==> config.mk <==
export PLATFORM = sky130hd
export DESIGN_NAME = stopwatch_ctrl
export DESIGN_NICKNAME = d
export VERILOG_FILES = /design/src/rtl/stopwatch_pkg.sv /design/src/rtl/key_debounce.sv /design/src/rtl/stopwatch_ctrl.sv
export SDC_FILE = /design/constraint.sdc
export NUM_CORES = 1
export LEC_CHECK = 0
export ABC_AREA = 0
export BUFFER_PORTS_ARGS = -buffer_cell sky130_fd_sc_hd__buf_2
export CAP_MARGIN = 0
export CORE_MARGIN = 2
export CORE_UTILIZATION = 27
export CTS_CLUSTER_DIAMETER = 120
export DETAILED_ROUTE_END_ITERATION = 12
export PLACE_DENSITY_LB_ADDON = 0.25
export SYNTH_ARGS = -nofsm -noshare
export SYNTH_HDL_FRONTEND = slang
export SYNTH_SLANG_ARGS = --single-unit
==> constraint.sdc <==
create_clock -name clk -period 2 [get_ports clk]
set_input_delay 0.1 -clock clk [delete_from_list [all_inputs] [get_ports clk]]
set_output_delay 0.1 -clock clk [all_outputs]
set_load 0.01 [all_outputs]
==> src/rtl/stopwatch_pkg.sv <==
// ============================================================================
// Module      : stopwatch_pkg
// Description : Shared state encodings and default timing constants for the
//               stopwatch control block.
// Config      : none (STOPWATCH_CTRL_DEBOUNCE_EN is consumed by key_debounce)
// Revision    : 1.0  initial release
// ============================================================================
`default_nettype none

package stopwatch_pkg;

  typedef enum logic [1:0] {
    ST_IDLE  = 2'b00,
    ST_RUN   = 2'b01,
    ST_PAUSE = 2'b10
  } state_t;

  // 10 ms at 50 MHz
  localparam int unsigned TICK_DIV_10MS    = 500000;
  // 20 ms of stable key level at 50 MHz
  localparam int unsigned DEBOUNCE_DEFAULT = 1000000;

endpackage : stopwatch_pkg

`default_nettype wire

==> src/rtl/key_debounce.sv <==
// ============================================================================
// Module      : key_debounce
// Description : Conditions one active-low push key: 2-flop synchroniser,
//               optional debounce filter, and a one-cycle press detector on
//               the debounced 1->0 transition.
// Config      : STOPWATCH_CTRL_DEBOUNCE_EN - defined: level changes only after
//               DEBOUNCE_CYCLES consecutive differing samples; undefined: the
//               synchroniser output is used directly, no counter is built.
// Ports       : clk      in  system clock
//               rst_n    in  asynchronous active-low reset
//               key_n    in  raw active-low key
//               pressed  out debounced level, 1 while the key is held
//               press    out one-cycle pulse on a debounced press
// Revision    : 1.0  initial release
// ============================================================================
`default_nettype none

module key_debounce
  import stopwatch_pkg::*;
#(
  parameter int unsigned DEBOUNCE_CYCLES = DEBOUNCE_DEFAULT
) (
  input  logic clk,
  input  logic rst_n,
  input  logic key_n,
  output logic pressed,
  output logic press
);

  if (DEBOUNCE_CYCLES < 1) begin : g_cfg_check
    $error("key_debounce: DEBOUNCE_CYCLES must be >= 1");
  end

  logic sync1_q;
  logic sync2_q;
  logic prev_q;
  logic level;

  // Reset value 1: keys are treated as released while in reset.
  always_ff @(posedge clk or negedge rst_n) begin
    if (!rst_n) begin
      sync1_q <= 1'b1;
      sync2_q <= 1'b1;
    end else begin
      sync1_q <= key_n;
      sync2_q <= sync1_q;
    end
  end

`ifdef STOPWATCH_CTRL_DEBOUNCE_EN
  localparam int unsigned          CNT_W    = $clog2(DEBOUNCE_CYCLES + 1);
  localparam logic [CNT_W-1:0]     CNT_LAST = CNT_W'(DEBOUNCE_CYCLES - 1);

  logic             level_q;
  logic             level_d;
  logic [CNT_W-1:0] cnt_q;
  logic [CNT_W-1:0] cnt_d;

  // The counter tallies consecutive samples that differ from the accepted
  // level; the DEBOUNCE_CYCLES-th one flips the level. Any agreeing sample
  // restarts the count, so it never exceeds DEBOUNCE_CYCLES-1.
  always_comb begin
    level_d = level_q;
    cnt_d   = '0;
    if (sync2_q != level_q) begin
      if (cnt_q == CNT_LAST) begin
        level_d = sync2_q;
      end else begin
        cnt_d = cnt_q + 1'b1;
      end
    end
  end

  always_ff @(posedge clk or negedge rst_n) begin
    if (!rst_n) begin
      level_q <= 1'b1;
      cnt_q   <= '0;
    end else begin
      level_q <= level_d;
      cnt_q   <= cnt_d;
    end
  end

  assign level = level_q;
`else
  assign level = sync2_q;
`endif

  always_ff @(posedge clk or negedge rst_n) begin
    if (!rst_n) begin
      prev_q <= 1'b1;
    end else begin
      prev_q <= level;
    end
  end

  assign pressed = ~level;
  assign press   = prev_q & ~level;

endmodule : key_debounce

`default_nettype wire

==> src/rtl/stopwatch_ctrl.sv <==
// ============================================================================
// Module      : stopwatch_ctrl
// Description : Stopwatch sequencing: key conditioning, IDLE/RUN/PAUSE state
//               machine, display freeze flag and count-enable tick prescaler.
// Config      : STOPWATCH_CTRL_DEBOUNCE_EN enables the key debounce filters.
// Ports       : clk, rst_n           clock, asynchronous active-low reset
//               key_reset            active-low key, clears the stopwatch
//               key_start_pause      active-low key, toggles counting
//               key_display_stop     active-low key, toggles display freeze
//               tick                 one-cycle count enable
//               clr                  one-cycle counter clear
//               disp_load            1 = display follows the counters
//               state[1:0]           00 IDLE, 01 RUN, 10 PAUSE
//               led[3:0]             {key held, frozen, PAUSE, RUN}
// Revision    : 1.0  initial release
// ============================================================================
`default_nettype none

module stopwatch_ctrl
  import stopwatch_pkg::*;
#(
  parameter int unsigned TICK_DIV        = TICK_DIV_10MS,
  parameter int unsigned DEBOUNCE_CYCLES = DEBOUNCE_DEFAULT
) (
  input  logic       clk,
  input  logic       rst_n,
  input  logic       key_reset,
  input  logic       key_start_pause,
  input  logic       key_display_stop,
  output logic       tick,
  output logic       clr,
  output logic       disp_load,
  output logic [1:0] state,
  output logic [3:0] led
);

  if (TICK_DIV < 2) begin : g_cfg_check
    $error("stopwatch_ctrl: TICK_DIV must be >= 2");
  end

  localparam int unsigned        PRESC_W    = $clog2(TICK_DIV);
  localparam logic [PRESC_W-1:0] PRESC_LAST = PRESC_W'(TICK_DIV - 1);

  // Key index: 0 reset, 1 start/pause, 2 display
  logic [2:0] keys_n;
  logic [2:0] key_pressed;
  logic [2:0] key_press;

  assign keys_n = {key_display_stop, key_start_pause, key_reset};

  for (genvar gi = 0; gi < 3; gi++) begin : g_key
    key_debounce #(
      .DEBOUNCE_CYCLES(DEBOUNCE_CYCLES)
    ) u_key (
      .clk    (clk),
      .rst_n  (rst_n),
      .key_n  (keys_n[gi]),
      .pressed(key_pressed[gi]),
      .press  (key_press[gi])
    );
  end

  state_t               state_q;
  state_t               state_d;
  logic                 freeze_q;
  logic                 freeze_d;
  logic [PRESC_W-1:0]   presc_q;
  logic [PRESC_W-1:0]   presc_d;
  logic                 tick_q;
  logic                 tick_d;
  logic                 clr_q;
  logic                 clr_d;

  always_ff @(posedge clk or negedge rst_n) begin
    if (!rst_n) begin
      state_q  <= ST_IDLE;
      freeze_q <= 1'b0;
      presc_q  <= '0;
      tick_q   <= 1'b0;
      clr_q    <= 1'b0;
    end else begin
      state_q  <= state_d;
      freeze_q <= freeze_d;
      presc_q  <= presc_d;
      tick_q   <= tick_d;
      clr_q    <= clr_d;
    end
  end

  always_comb begin
    state_d  = state_q;
    freeze_d = freeze_q;
    presc_d  = presc_q;
    tick_d   = 1'b0;
    clr_d    = 1'b0;

    if (key_press[0]) begin
      // Reset event overrides everything else in the same cycle; tick_d
      // stays 0 so tick and clr can never coincide.
      state_d  = ST_IDLE;
      freeze_d = 1'b0;
      presc_d  = '0;
      clr_d    = 1'b1;
    end else begin
      // The prescaler follows the current state, so the cycle in which RUN
      // is left still counts and the cycle in which RUN is entered does not.
      case (state_q)
        ST_RUN: begin
          if (presc_q == PRESC_LAST) begin
            presc_d = '0;
            tick_d  = 1'b1;
          end else begin
            presc_d = presc_q + 1'b1;
          end
        end
        ST_IDLE: presc_d = '0;
        default: presc_d = presc_q;
      endcase

      if (key_press[1]) begin
        case (state_q)
          ST_IDLE:  state_d = ST_RUN;
          ST_RUN:   state_d = ST_PAUSE;
          ST_PAUSE: state_d = ST_RUN;
          default:  state_d = ST_IDLE;
        endcase
      end

      if (key_press[2] && (state_q != ST_IDLE)) begin
        freeze_d = ~freeze_q;
      end
    end
  end

  assign tick      = tick_q;
  assign clr       = clr_q;
  assign disp_load = ~freeze_q;
  assign state     = state_q;
  assign led       = {(|key_pressed), freeze_q, (state_q == ST_PAUSE), (state_q == ST_RUN)};

endmodule : stopwatch_ctrl

`default_nettype wire

* Word level (Yosys, flattened, before mapping)
Index checks and enable logic that the tools add are counted.
** Storage, ports and cells
- Register bits after elaboration :: 33
- Word-level logic and storage cells :: 45
- Input port bits :: 5
** Operators by class
- Add/subtract/negate cells :: 1
- Bitwise logic cells :: 7
- Mux-type cells :: 12
- Equal/unequal tests :: 3
- Reduce and logical (&&, ||, !) cells :: 8
** Operators by type and width (count)
- 2-to-1 mux 19 bit :: 2
- case mux 19 bit (2 select lines) :: 1
- adder 19 x 1 -> 19 bit (second input constant) :: 1
- equality test 19 bit (second input constant) :: 1
- 2-to-1 mux 1 bit :: 6
- nonzero test 2 bit :: 3
- 2-to-1 mux 2 bit :: 2
- inverter 1 bit :: 4
- case mux 2 bit (2 select lines) :: 1
- bitwise AND 1 bit :: 3
- nonzero test 3 bit :: 1
- OR reduction 3 bit :: 1
- equality test 2 x 1 -> 1 bit (second input constant) :: 1
- equality test 2 bit (second input constant) :: 1
- logical NOT 2 bit :: 1
- OR reduction 2 bit :: 1
- logical AND 1 bit :: 1

* Longest topological paths before layout
- Word-level depth :: 5
- Depth in mapped cells :: 7
- Depth with buffers taken out :: 6

* By module
Synthesis repeated with hierarchy kept, for this count alone.
** Unflattened totals
- Cells, all modules :: 160
- Area, all modules :: 1606.5 um^2
** Modules (own cells, without submodules)
- stopwatch_ctrl :: area an instance 1340.0 um^2, cells an instance 145, times used 1
- key_debounce :: area an instance 88.8 um^2, cells an instance 5, times used 3

* Worst setup path after synthesis
OpenSTA, ideal clock, no wires.
- Path type :: flip-flop to flip-flop
- From :: reg presc_q[6]
- To :: reg presc_q[9]
- Data arrival time :: 1.477 ns
- Buffers on the path :: 2
- Required time :: 1.882 ns
- Period minus slack after synthesis :: 1.595 ns
- Stages on the path, launching flop included :: 8
- Setup time :: 0.118 ns
- Setup slack :: 0.405 ns
- Cells stage by stage :: dfrtp_1 -> buf_6 -> and4bb_1 -> nand4_1 -> o21a_1 -> buf_6 -> a21o_1 -> a21o_1
** On the way
- Word-level cells in the longest chain between the ends :: 4
- Elaborated cells on any way between the ends :: 5
- Those cells by class :: add/sub (1); eq/ne (1); mux (3)
** RTL lines
- start: declaration :: line stopwatch_ctrl.sv:67 : logic [PRESC_W-1:0] presc_q;
- start signal: assignment :: line stopwatch_ctrl.sv:84 : presc_q <= presc_d;
- adder 19 x 1 -> 19 bit or equality test 19 bit (tied branches) :: line stopwatch_ctrl.sv:113, stopwatch_ctrl.sv:109
- 2-to-1 mux 19 bit * :: line stopwatch_ctrl.sv:109 : if (presc_q == PRESC_LAST) begin
- case mux 19 bit (2 select lines) * :: line stopwatch_ctrl.sv:107 : case (state_q)
- 2-to-1 mux 19 bit * :: line stopwatch_ctrl.sv:97 : if (key_press[0]) begin
Every way passes the cells marked *; elsewhere a longest branch is shown, timed or not.
A chain may end at the register's enable or synchronous reset.

* Worst setup path in the final report
- From :: reg presc_q[9]
- To :: reg presc_q[11]
Same word-level chain as after synthesis.

==> results.tsv <==
stage	metric	value	unit
outcome	status	complete, no violations	
hold_path	Min-Delay Startpoint	g_key[2].u_key.sync1_q	
drt	via count	1238	
logic_synthesis	post-synth top area share	37.80	%
power	PwrDens	790.3	mW/mm^2
clock_network	CTS root buf	clkbuf_8	
logic_synthesis	FF+latch count, synth	33	
sta	Worst slew margin	50.04	%
drt	First DRT Iteration DRCs	101	
placement	Placed Instances	249	
logic_synthesis	top post-synthesis cells by area	dfrtp_1, dfstp_2, nand2_1	
floorplan	DIE HEIGHT	80.72	um
setup_path	WP data required	2.19	ns
logic_synthesis	post-synth top area cell	dfrtp_1	
clock_network	H-Tree Depth	2	
logic_synthesis	area of the mapped netlist	0.001589	mm^2
drt	DRT antenna net count	0	
hold_path	Hold Path End	g_key[2].u_key.level	
clock_network	clk sinks	33	
setup_path	CP arrival	2.03	ns
floorplan	Die Span X	80.72	um
flow_run	Max-Cap Viols	0	
global_routing	largest net degree at the start of global routing	34	
logic_synthesis	Synth Instances	160	
cells_and_area	final std cells w/o fill	261	
clock_network	Setup Buffers After CTS	0	
sta	Setup TNS	0	ns
sta	fmax	0.5436	GHz
setup_path	startpoint class of the critical path	flop	
cells_and_area	finished layout cell area	0.001913	mm^2
clock_network	Clock Pin Slew Worst Setup and Hold Paths	0.07	ns
power	Pleak	0.8492	nW
placement	dpl cell area	0.001772	mm^2
global_routing	initial antenna violation count	0	
global_routing	gr ovfl total	0	
sta	final slew viol count	0	
sta	endpoints failing setup	0	
logic_synthesis	Mean Syn Cell Area	9.931	um^2
global_routing	first-pass GRT wire length	6127	um
sta	Hold Fails Final Rpt	0	
setup_path	Crit Path Category	reg2reg	
setup_path	critical path peak fanout	16	
power	Worst VDD drop	0.2874	mV
logic_synthesis	Primary FF master, synth	dfrtp_1	
hold_path	worst hold path cell count	0	
clock_network	worst skew pair latency	0.30	ns
cells_and_area	Final Core Density	34.11	%
floorplan	die area	0.006515	mm^2
drt	final WL	3523	um
logic_synthesis	Syn. warnings	0	
logic_synthesis	Async SR Flop Fraction	100.0	%
clock_network	TritonCTS Buffers	5	
logic_synthesis	count of different cell masters after synthesis	41	
logic_synthesis	Post-Syn Nets	166	
clock_network	CTS tree	built	
drt	WL/cell	13.50	um
hold_path	Hold WC Path Type	reg2reg	
clock_network	Max clock buf depth	2	
sta	RSZ-0062 raised after global routing	no	
setup_path	capturing point of the worst reg2reg path	presc_q[11]	
floorplan	I/O pin cnt	14	
placement	Buffers on Ports	13	
cells_and_area	layout cells sized above 1	24.34	%
sta	period utilization	91.98	%
setup_path	R2R depth	5	
cells_and_area	area delta synth->final	20.39	%
sta	Clock Skew	0.01043	ns
placement	Detailed Place HPWL	2431	um
cells_and_area	antenna cells	0	
setup_path	Reg-to-Reg Start	presc_q[9]	
sta	fin crit period	1.840	ns
global_routing	gr usage total	12.91	%
logic_synthesis	EDFF count, synth	0	
floorplan	core area	0.005608	mm^2
floorplan	Core Rows	27	
floorplan	Starting Density	28.34	%
logic_synthesis	sequential-to-total area share from yosys stat	52.68	%
drt	DRC violations left	0	
cells_and_area	final net count	194	
placement	GP Congestion	0.7572	
drt	First-pass DRT Iterations	6	
global_routing	number of global-route vias before repair	1190	
setup_path	CP Capture Type	flop	
drt	Vias/cell	4.743	
sta	worst-margin pin slew	0.7493	ns
setup_path	FF-to-FF setup slack	0.16	ns
logic make-up (layout without fill, tap and decap cells):
logic type | Yosys count | count (layout) | synth area share [%]
xor+xnor | 2 | 2 | 1.103
flops | 33 | 33 | 52.68
compound gates | 37 | 37 | 14.25
buf+inv | 14 | 43 | 5.118
fa+ha+maj | 1 | 1 | 0.7873
simple gates | 73 | 73 | 26.06
worst max path at each step:
| stage | startpoint | end | slack [ns] | depth (start not counted) |
|---|---|---|---|---|
| after CTS | presc_q[9] | presc_q[11] | 0.005 | 5 |
| after floorplan | presc_q[6] | presc_q[9] | 0.41 | 7 |
| after global routing | presc_q[9] | presc_q[8] | 0.02 | 5 |
| after global placement | presc_q[9] | presc_q[11] | 0.08 | 5 |
| final | presc_q[9] | presc_q[11] | 0.16 | 5 |
| after detailed placement | presc_q[9] | presc_q[11] | 0.04 | 5 |
layout make-up:
| cell class | count | area, um^2 |
|---|---|---|
| fill | 592 | 3695 |
| sequential | 33 | 837.1 |
| multi-input combinational | 113 | 678.2 |
| timing repair buffer | 28 | 187.7 |
| tap | 72 | 90.09 |
| clock buffer | 7 | 86.33 |
| inverter | 7 | 26.28 |
| clock inverter | 1 | 7.507 |
layer usage:
metal  track usage, %  wire, um  vias up
met5                0         0        -
met4            6.780        87        0
met1            17.59      1646      584
met3            3.708       145        7
met2            18.50      1644       18
li1                 -         -      629
registers in the layout, indices dropped and copies added, names as in the netlist:
signal / flops
freeze_q: 1
tick: 1
state: 2
clr: 1
g_key.u_key.sync1_q: 3
g_key.u_key.prev_q: 3
g_key.u_key.level: 3
presc_q: 19
cells in the mapped netlist (2+ instances only):
cell	instances
a22o_1	2
xnor2_1	2
and2_1	2
nand2_1	16
nor4b_2	2
nand4_1	6
o21ai_1	7
buf_6	3
or3_1	4
nor3_1	6
and3_1	3
nor3b_1	2
dfrtp_1	24
a21oi_1	8
a21o_1	5
nor2b_1	2
nor4_1	2
o21ai_0	8
nand3_1	11
dfstp_2	9
buf_2	2
nor2_1	9
inv_1	7
power by group:
group	switching, mW	total (mW)	internal, mW
Combinational	0.146	0.241	0.0955
Sequential	0.0282	0.734	0.706
Clock	0.257	0.537	0.280
worst max-delay path, cell delays in order (launching register included):
cell     delay, ns
dfrtp_1       0.39
nor4b_2       0.29
nand4_1       0.23
o21ai_4       0.45
o21ai_0       0.17
a21o_1        0.19
cell usage in the layout, fill, tap and decap left out, drive strengths merged, types with 3 or more instances in the layout:
| cell | Yosys | routed |
|---|---|---|
| o21ai | 16 | 16 |
| nand2 | 16 | 16 |
| buf | 6 | 24 |
| nand4 | 7 | 7 |
| dfstp | 9 | 9 |
| a21o | 5 | 5 |
| and3 | 3 | 3 |
| nor3 | 7 | 7 |
| dfrtp | 24 | 24 |
| clkbuf | 1 | 7 |
| inv | 7 | 7 |
| or3 | 4 | 4 |
| a21oi | 8 | 8 |
| nor2 | 10 | 10 |
| nand3 | 11 | 11 |
| dlygate4sd3 | 0 | 4 |
stage by stage:
stage               setup slack, ns  total power [mW]  hold WS, ns
finish                       0.1604             1.512       0.3470
global route                0.01804             1.600       0.3538
CTS                        0.005313             1.537       0.3540
detailed placement          0.03560            0.9829       0.2066
global placement            0.07559            0.9812       0.2056
floorplan                    0.4051            0.9082      -0.1956
timing repair:
action	CTS	global route
resized for setup	0	1
endpoints found under the hold margin	27	0
endpoints found under the setup margin	0	9
hold buffers	4	0
Power figures use the tool's default switching activity.
